[src/rtl/cenc_ctrl_if.sv]
`default_nettype none
// ============================================================================
// Module      : cenc_ctrl_if
// Description : Frame request, SIGNAL, payload and done-handshake bundle
//               between the channel-encoder frame sequencer and its
//               environment. The slave modport is the sequencer side.
// Revision    : 1.0 - initial release
// ============================================================================
interface cenc_ctrl_if #(
  parameter int LEN_W = 12
);
  // Frame request
  logic             start;
  logic [3:0]       rate;
  logic [LEN_W-1:0] length;
  logic             busy;
  logic             err_len;
  logic             err_tmo;
  // SIGNAL field to the signal encoder
  logic             sig_do;
  logic             sig_do_vld;
  logic [5:0]       sig_init;
  // Payload path
  logic             src_di;
  logic             src_vld;
  logic             src_rdy;
  logic             pld_do;
  logic             pld_do_vld;
  // Done handshake with the encoder chain
  logic             ppu_done_flag;
  logic             done_rst;
  logic             frame_done;

  modport master (
    output start, rate, length, src_di, src_vld, ppu_done_flag,
    input  busy, err_len, err_tmo, sig_do, sig_do_vld, sig_init,
           src_rdy, pld_do, pld_do_vld, done_rst, frame_done
  );

  modport slave (
    input  start, rate, length, src_di, src_vld, ppu_done_flag,
    output busy, err_len, err_tmo, sig_do, sig_do_vld, sig_init,
           src_rdy, pld_do, pld_do_vld, done_rst, frame_done
  );
endinterface
`default_nettype wire

[src/rtl/cenc_ctrl.sv]
`default_nettype none
// ============================================================================
// Module      : cenc_ctrl
// Description : Channel-encoder frame sequencer. Shifts the 24-bit SIGNAL
//               field out LSB first, meters length*8 payload bits from the
//               upstream source, then waits for the puncturer done flag and
//               issues the one-cycle done_rst / frame_done pulse.
//               Optional feature macro: CENC_CTRL_TIMEOUT_EN (done-wait
//               watchdog of TMO_CYC cycles, reported on err_tmo).
// Revision    : 1.0 - initial release
// ============================================================================
module cenc_ctrl #(
  parameter int LEN_W   = 12,
  parameter int TMO_CYC = 4096
) (
  input  wire logic  clk,
  input  wire logic  rst,
  cenc_ctrl_if.slave bus
);

  localparam int CNT_W = LEN_W + 3;

  typedef enum logic [2:0] {
    ST_IDLE = 3'd0,
    ST_SIG  = 3'd1,
    ST_PLD  = 3'd2,
    ST_WAIT = 3'd3,
    ST_FIN  = 3'd4
  } state_t;

  state_t           state_q,      state_d;
  logic [4:0]       bit_cnt_q,    bit_cnt_d;
  logic [22:0]      sig_sr_q,     sig_sr_d;
  logic [LEN_W-1:0] len_q,        len_d;
  logic [CNT_W-1:0] pld_cnt_q,    pld_cnt_d;
  logic             busy_q,       busy_d;
  logic             err_len_q,    err_len_d;
  logic             err_tmo_q,    err_tmo_d;
  logic             sig_do_q,     sig_do_d;
  logic             sig_vld_q,    sig_vld_d;
  logic             src_rdy_q,    src_rdy_d;
  logic             pld_do_q,     pld_do_d;
  logic             pld_vld_q,    pld_vld_d;
  logic             done_rst_q,   done_rst_d;
  logic             frame_done_q, frame_done_d;

  logic [23:0]      w_sig_word;
  logic             w_xfer;
  logic [CNT_W-1:0] w_pld_tgt;
  logic             w_pld_last;
  logic             w_tmo_hit;

  // SIGNAL layout: rate[3:0], reserved 0, length[11:0], even parity over
  // the 17 preceding bits, six zero tail bits. Lengths narrower than 12
  // bits are zero-extended; wider ones keep their low 12 bits.
  function automatic logic [23:0] sig_word(input logic [3:0] r,
                                           input logic [LEN_W-1:0] l);
    logic [11:0] l12;
    logic [16:0] lo;
    l12 = 12'(l);
    lo  = {l12, 1'b0, r};
    return {6'b000000, ^lo, lo};
  endfunction

  // The word is built straight from the request so bit 0 can be driven
  // on the cycle right after an accepted start.
  assign w_sig_word = sig_word(bus.rate, bus.length);
  assign w_xfer     = src_rdy_q & bus.src_vld;
  assign w_pld_tgt  = {len_q, 3'b000};
  assign w_pld_last = ((pld_cnt_q + CNT_W'(1)) == w_pld_tgt);

`ifdef CENC_CTRL_TIMEOUT_EN
  logic [15:0] tmo_q, tmo_d;

  assign w_tmo_hit = (state_q == ST_WAIT) && !bus.ppu_done_flag &&
                     (tmo_q == 16'(TMO_CYC - 1));

  // Watchdog counts WAIT cycles without the done flag; cleared elsewhere.
  always_comb begin
    tmo_d = '0;
    if (state_q == ST_WAIT && !bus.ppu_done_flag) tmo_d = tmo_q + 16'd1;
  end

  // Watchdog register.
  always_ff @(posedge clk) begin
    if (rst) tmo_q <= '0;
    else     tmo_q <= tmo_d;
  end
`else
  logic tmo_unused;
  assign w_tmo_hit  = 1'b0;
  assign tmo_unused = (TMO_CYC == 0);
`endif

  // Next-state and registered-output decode for the frame FSM.
  always_comb begin
    state_d      = state_q;
    bit_cnt_d    = bit_cnt_q;
    sig_sr_d     = sig_sr_q;
    len_d        = len_q;
    pld_cnt_d    = pld_cnt_q;
    busy_d       = busy_q;
    err_len_d    = 1'b0;
    err_tmo_d    = 1'b0;
    sig_do_d     = 1'b0;
    sig_vld_d    = 1'b0;
    src_rdy_d    = 1'b0;
    pld_do_d     = pld_do_q;
    pld_vld_d    = 1'b0;
    done_rst_d   = 1'b0;
    frame_done_d = 1'b0;

    unique case (state_q)
      ST_IDLE: begin
        busy_d = 1'b0;
        if (bus.start) begin
          if (bus.length == '0) begin
            err_len_d = 1'b1;
          end else begin
            state_d   = ST_SIG;
            len_d     = bus.length;
            bit_cnt_d = 5'd0;
            sig_do_d  = w_sig_word[0];
            sig_sr_d  = w_sig_word[23:1];
            sig_vld_d = 1'b1;
            busy_d    = 1'b1;
          end
        end
      end

      // bit_cnt_q is the index of the SIGNAL bit currently on sig_do.
      ST_SIG: begin
        if (bit_cnt_q == 5'd23) begin
          state_d   = ST_PLD;
          src_rdy_d = 1'b1;
          pld_cnt_d = '0;
        end else begin
          bit_cnt_d = bit_cnt_q + 5'd1;
          sig_do_d  = sig_sr_q[0];
          sig_sr_d  = {1'b0, sig_sr_q[22:1]};
          sig_vld_d = 1'b1;
        end
      end

      ST_PLD: begin
        src_rdy_d = 1'b1;
        if (w_xfer) begin
          pld_do_d  = bus.src_di;
          pld_vld_d = 1'b1;
          pld_cnt_d = pld_cnt_q + CNT_W'(1);
          if (w_pld_last) begin
            src_rdy_d = 1'b0;
            state_d   = ST_WAIT;
          end
        end
      end

      ST_WAIT: begin
        if (bus.ppu_done_flag) begin
          state_d      = ST_FIN;
          done_rst_d   = 1'b1;
          frame_done_d = 1'b1;
        end else if (w_tmo_hit) begin
          state_d      = ST_FIN;
          done_rst_d   = 1'b1;
          frame_done_d = 1'b1;
          err_tmo_d    = 1'b1;
        end
      end

      ST_FIN: begin
        state_d = ST_IDLE;
        busy_d  = 1'b0;
      end

      default: begin
        state_d = ST_IDLE;
        busy_d  = 1'b0;
      end
    endcase
  end

  // State, counters and output registers.
  always_ff @(posedge clk) begin
    if (rst) begin
      state_q      <= ST_IDLE;
      bit_cnt_q    <= '0;
      sig_sr_q     <= '0;
      len_q        <= '0;
      pld_cnt_q    <= '0;
      busy_q       <= 1'b0;
      err_len_q    <= 1'b0;
      err_tmo_q    <= 1'b0;
      sig_do_q     <= 1'b0;
      sig_vld_q    <= 1'b0;
      src_rdy_q    <= 1'b0;
      pld_do_q     <= 1'b0;
      pld_vld_q    <= 1'b0;
      done_rst_q   <= 1'b0;
      frame_done_q <= 1'b0;
    end else begin
      state_q      <= state_d;
      bit_cnt_q    <= bit_cnt_d;
      sig_sr_q     <= sig_sr_d;
      len_q        <= len_d;
      pld_cnt_q    <= pld_cnt_d;
      busy_q       <= busy_d;
      err_len_q    <= err_len_d;
      err_tmo_q    <= err_tmo_d;
      sig_do_q     <= sig_do_d;
      sig_vld_q    <= sig_vld_d;
      src_rdy_q    <= src_rdy_d;
      pld_do_q     <= pld_do_d;
      pld_vld_q    <= pld_vld_d;
      done_rst_q   <= done_rst_d;
      frame_done_q <= frame_done_d;
    end
  end

  assign bus.busy       = busy_q;
  assign bus.err_len    = err_len_q;
  assign bus.err_tmo    = err_tmo_q;
  assign bus.sig_do     = sig_do_q;
  assign bus.sig_do_vld = sig_vld_q;
  assign bus.sig_init   = 6'b000000;
  assign bus.src_rdy    = src_rdy_q;
  assign bus.pld_do     = pld_do_q;
  assign bus.pld_do_vld = pld_vld_q;
  assign bus.done_rst   = done_rst_q;
  assign bus.frame_done = frame_done_q;

endmodule
`default_nettype wire

[src/flat_wrapper.sv]
// flat-port wrapper written by rule: the top's interface ports become plain ports
module cenc_ctrl_flat 
#(
  parameter int LEN_W   = 12,
  parameter int TMO_CYC = 4096
)
  (clk, rst, bus_start, bus_rate, bus_length, bus_src_di, bus_src_vld, bus_ppu_done_flag, bus_busy, bus_err_len, bus_err_tmo, bus_sig_do, bus_sig_do_vld, bus_sig_init, bus_src_rdy, bus_pld_do, bus_pld_do_vld, bus_done_rst, bus_frame_done);
  cenc_ctrl_if #(.LEN_W(LEN_W)) bus_i ();
  input  wire logic clk;
  input  wire logic rst;
  input wire logic [$bits(bus_i.start)-1:0] bus_start;
  input wire logic [$bits(bus_i.rate)-1:0] bus_rate;
  input wire logic [$bits(bus_i.length)-1:0] bus_length;
  input wire logic [$bits(bus_i.src_di)-1:0] bus_src_di;
  input wire logic [$bits(bus_i.src_vld)-1:0] bus_src_vld;
  input wire logic [$bits(bus_i.ppu_done_flag)-1:0] bus_ppu_done_flag;
  output wire logic [$bits(bus_i.busy)-1:0] bus_busy;
  output wire logic [$bits(bus_i.err_len)-1:0] bus_err_len;
  output wire logic [$bits(bus_i.err_tmo)-1:0] bus_err_tmo;
  output wire logic [$bits(bus_i.sig_do)-1:0] bus_sig_do;
  output wire logic [$bits(bus_i.sig_do_vld)-1:0] bus_sig_do_vld;
  output wire logic [$bits(bus_i.sig_init)-1:0] bus_sig_init;
  output wire logic [$bits(bus_i.src_rdy)-1:0] bus_src_rdy;
  output wire logic [$bits(bus_i.pld_do)-1:0] bus_pld_do;
  output wire logic [$bits(bus_i.pld_do_vld)-1:0] bus_pld_do_vld;
  output wire logic [$bits(bus_i.done_rst)-1:0] bus_done_rst;
  output wire logic [$bits(bus_i.frame_done)-1:0] bus_frame_done;
  assign bus_i.start = bus_start;
  assign bus_i.rate = bus_rate;
  assign bus_i.length = bus_length;
  assign bus_i.src_di = bus_src_di;
  assign bus_i.src_vld = bus_src_vld;
  assign bus_i.ppu_done_flag = bus_ppu_done_flag;
  assign bus_busy = bus_i.busy;
  assign bus_err_len = bus_i.err_len;
  assign bus_err_tmo = bus_i.err_tmo;
  assign bus_sig_do = bus_i.sig_do;
  assign bus_sig_do_vld = bus_i.sig_do_vld;
  assign bus_sig_init = bus_i.sig_init;
  assign bus_src_rdy = bus_i.src_rdy;
  assign bus_pld_do = bus_i.pld_do;
  assign bus_pld_do_vld = bus_i.pld_do_vld;
  assign bus_done_rst = bus_i.done_rst;
  assign bus_frame_done = bus_i.frame_done;
  cenc_ctrl #(.LEN_W(LEN_W), .TMO_CYC(TMO_CYC)) u_core (.clk(clk), .rst(rst), .bus(bus_i));
endmodule
[config.mk]
export PLATFORM = sky130hd
export DESIGN_NAME = cenc_ctrl_flat
export DESIGN_NICKNAME = d
export VERILOG_FILES = /design/src/rtl/cenc_ctrl_if.sv /design/src/rtl/cenc_ctrl.sv /design/src/flat_wrapper.sv
export SDC_FILE = /design/constraint.sdc
export NUM_CORES = 1
export LEC_CHECK = 0
export ABC_AREA = 1
export BUFFER_PORTS_ARGS = -buffer_cell sky130_fd_sc_hd__buf_2
export CORE_MARGIN = 1.5
export CORE_UTILIZATION = 63
export DETAILED_ROUTE_END_ITERATION = 16
export GPL_TIMING_DRIVEN = 0
export PLACE_DENSITY = 0.85
export SLEW_MARGIN = 30
export SYNTH_ARGS = -nofsm -noshare
export SYNTH_HDL_FRONTEND = slang
export SYNTH_SLANG_ARGS = --single-unit
[constraint.sdc]
create_clock -name clk -period 4 [get_ports clk]
set_input_delay 0.8 -clock clk [delete_from_list [all_inputs] [get_ports clk]]
set_output_delay 0.8 -clock clk [all_outputs]
set_load 0.01 [all_outputs]
==> results.md <==
- Proportion of synthesized flip-flops having asynchronous set or reset: 0
- Mapped Cells: 477
- Worst hold slack across all endpoints: 0.4533 ns
- Worst path arrival time: 2.35 ns
- CTS tree: yes
- Quantity of I/O buffers inserted on ports: 30
- CP endpoint kind: flip-flop
- Area of the multi-input gates: 1735 sq um
- Yosys reg bits: 60
- Path type of the worst min-delay path: flip-flop to flip-flop
- Critical path's largest stage delay: 0.31 ns
- Width of the chip: 74.87 microns
- Outcome: finished clean
- Pin count of the biggest net entering global routing: 11
- Power Dens Cells: 542.2 nW/um^2
- Number of max-slew violations in the final report: 0
- Number of top-level pins: 38
- Maximum fanout along the worst path: 10
- Die outline height: 74.87 microns
- Flip-flop cell with the highest count after synthesis: dfxtp_1
- Number of flops mapped to enable cells by yosys: 0
- Total routed wirelength: 7.884 mm
- Post-Synth Simple-Gate Area: 0.3106
- Setup_tns: 0 ns
- Routability congestion estimate: 0.8714
- Final Util: 0.7628
- Level count of the clock H-tree: 3
- Hpwl dp: 5.633 mm
- Least-Margin Pin Slew: 0.6366 ns
- Synthesized area: 3254 sq um
- Filler cell count: 370
- Core Rows: 25
- Area contributors post-synth: dfxtp_1 37%, nand2_1 14%, inv_1 6.0%
- Leak: 1.547 nW
- Clk Tree Root Cell: clkbuf_8
- Ratio of final minimum period to clock period: 0.5219
- Sink count of the clock tree: 60
- Proportion of synthesized area in mux cells: 0
- Post-cts sizing count: 0
- Insertion delay to the later sink of the worst-skew pair: 0.35 ns
- Post-DR vias/cell: 5.421
- Antenna diode count: 0
- CTS max path bufs: 2
- Initial Util: 0.6712
- Critical path class: input pin to flip-flop
- Setup Slack @ Placement: 1.572 ns
- Post-Synth Adder-Cell Area: 0.007689
- Global-route wire length before repair: 12.77 mm
- Clock skew after layout: 0.006427 ns
- Remaining antenna violation count: 0
- Aggregate global routing overflow: 0
- Worst Path Required: 4.27 ns
- Synthesis Warnings: 0
- Post-route setup slack: 1.912 ns
- Post-detailed-route DRC marker count: 0
- Average routed wire per standard cell: 13.23 microns
- Clock-pin slew on the worst setup and hold paths: 0.07 ns
- Footprint of the flip-flops and latches: 1201 sq um
- Minimum period implied by the final worst setup slack: 2.088 ns
- Total placed cells including tap cells: 580
- Share of cells above drive strength 1: 0.1720
- Count of placed standard cells in the final layout, fillers left out: 596
- Number of failing hold endpoints at the final stage: 0
- Worst vdd rail ir drop: 465.4 uV
- Worst path cell trace: buf_2 -> or2_2 -> nor4_2 -> nand2_2 -> nand3_4 -> nand2_4 -> clkinv_2 -> buf_6 -> nand2_1 -> a21oi_1
- Max-capacitance violation count: 0
- Number of global-route vias before repair: 2,911
- RSZ-0062 raised after global routing: false
- Fin nets: 548
- Post-CTS Setup Bufs: 0
- Die area: 5606 sq um
- Slew HR: 0.5756
- Post-synthesis area per instance: 6.823 sq um
- Largest family of logic cells by synthesized area: simple AND/OR/NAND/NOR gates
- Max stage delay cell, worst path: or2_2
- Synth unique cells: 38
- Share of the synthesized area in the top cell type: 0.3691
- Cell type contributing the most total cell area after synthesis: dfxtp_1
- Portion of the post-synthesis area used by sequential elements: 0.3691
- Post-synthesis share of cell area spent on xor and xnor gates: 0.04460
- First drt pass iteration count: 5
- Area inside the core boundary: 4848 sq um
- Area of all placed cells without fillers: 3699 sq um
- Placement Cell Area: 3511 sq um
- Post-CTS Hold Buffers: 0
- Crit-path leading delay family: simple AND/OR/NAND/NOR gates
- Setup violation total in the final timing report: 0
- Total buffers and inverters traversed by the critical path: 3
- Count of vias placed by the detailed router: 3,231
- Antenna violations before repair: 0
- Startpoint class of the critical path: input pin
- F_max: 479.0 MHz
- Area growth, synth to finish: 13.65%
- Synth Area in Compound Gates: 0.1622
- Cts bufs inserted: 9
- Global-route total usage across every layer: 0.3003
- Total chip power: 2.006 mW
- DRC violation total after the first TritonRoute iteration: 298
==> layout by cell type (no fill, tap or decap), drive strengths merged, types with 2 or more instances in the layout <==
cell / synthesis / routed
clkbuf: 8 / 20
xnor2: 9 / 9
o21ai: 46 / 46
a31oi: 5 / 5
a21oi: 45 / 45
clkinv: 1 / 4
ha: 2 / 2
nand4: 9 / 9
inv: 55 / 55
nor2: 40 / 40
nand3: 33 / 33
conb: 1 / 7
nor4: 2 / 2
dfxtp: 60 / 60
xor2: 5 / 5
nor3: 2 / 2
buf: 14 / 44
or2: 6 / 6
nand2: 129 / 129
==> power breakdown <==
part / leakage [nW] / internal [mW] / switching, mW
Clock: 0.0982 / 0.272 / 0.246
Sequential: 0.491 / 0.723 / 0.0587
Combinational: 0.958 / 0.241 / 0.465
Total: 1.55 / 1.24 / 0.770
==> cell type report <==
cell class,instances,area share
multi-input combinational,345,0.4692
sequential,60,0.3248
inverter,56,0.05717
clock buffer,12,0.04465
timing repair buffer,30,0.04060
buffer,22,0.03484
tap,67,0.02267
clock inverter,4,0.006089
==> cells by family (layout without fill, tap and decap cells) <==
logic type,count (synthesis),after routing
fa+ha+maj,2,2
simple gates,223,223
other cells,1,7
compound gates,98,98
xor+xnor,15,15
buf+inv,78,124
flops,60,60
==> worst min-delay path, delay by kind of cell (launching register included) <==
family / cells / cell delay, ns
flip-flops: 1 / 0.30
buffers and inverters: 1 / 0.06
AO/OA/AOI/OAI: 1 / 0.05
==> worst paths after layout <==
kind,start,end,slack (ns),depth (start not counted)
worst max-delay path,bus_length[9],u_core.sig_sr_q[3],1.91,10
worst min-delay path,u_core.sig_sr_q[12],u_core.sig_sr_q[12],0.45,2
worst max register to register,u_core.pld_cnt_q[1],u_core.state_q[1],1.91,16
worst min register to register,u_core.sig_sr_q[12],u_core.sig_sr_q[12],0.45,2
==> cell usage after synthesis (all sizes together) (2+ instances only) <==
library cell / n
a21oi: 45
a31oi: 5
buf: 14
clkbuf: 8
dfxtp: 60
ha: 2
inv: 55
nand2: 129
nand3: 33
nand4: 9
nor2: 40
nor3: 2
nor4: 2
o21ai: 46
or2: 6
xnor2: 9
xor2: 5
==> layer usage <==
layer / routed length (microns) / part of all wire / global-route usage
met3: 507 / 0.064 / 0.05890
met1: 3343 / 0.42 / 0.3697
met5: 0 / 0 / 0
met4: 194 / 0.025 / 0.1495
met2: 3839 / 0.49 / 0.5015
==> sequential cells by signal, indices dropped and copies added, names as in the netlist, 3 cells and up <==
name,cells
u_core.sig_sr_q,17
u_core.pld_cnt_q,15
u_core.len_q,12
u_core.bit_cnt_q,5
u_core.state_q,3
No activity file was read; power rests on OpenSTA's default activity.
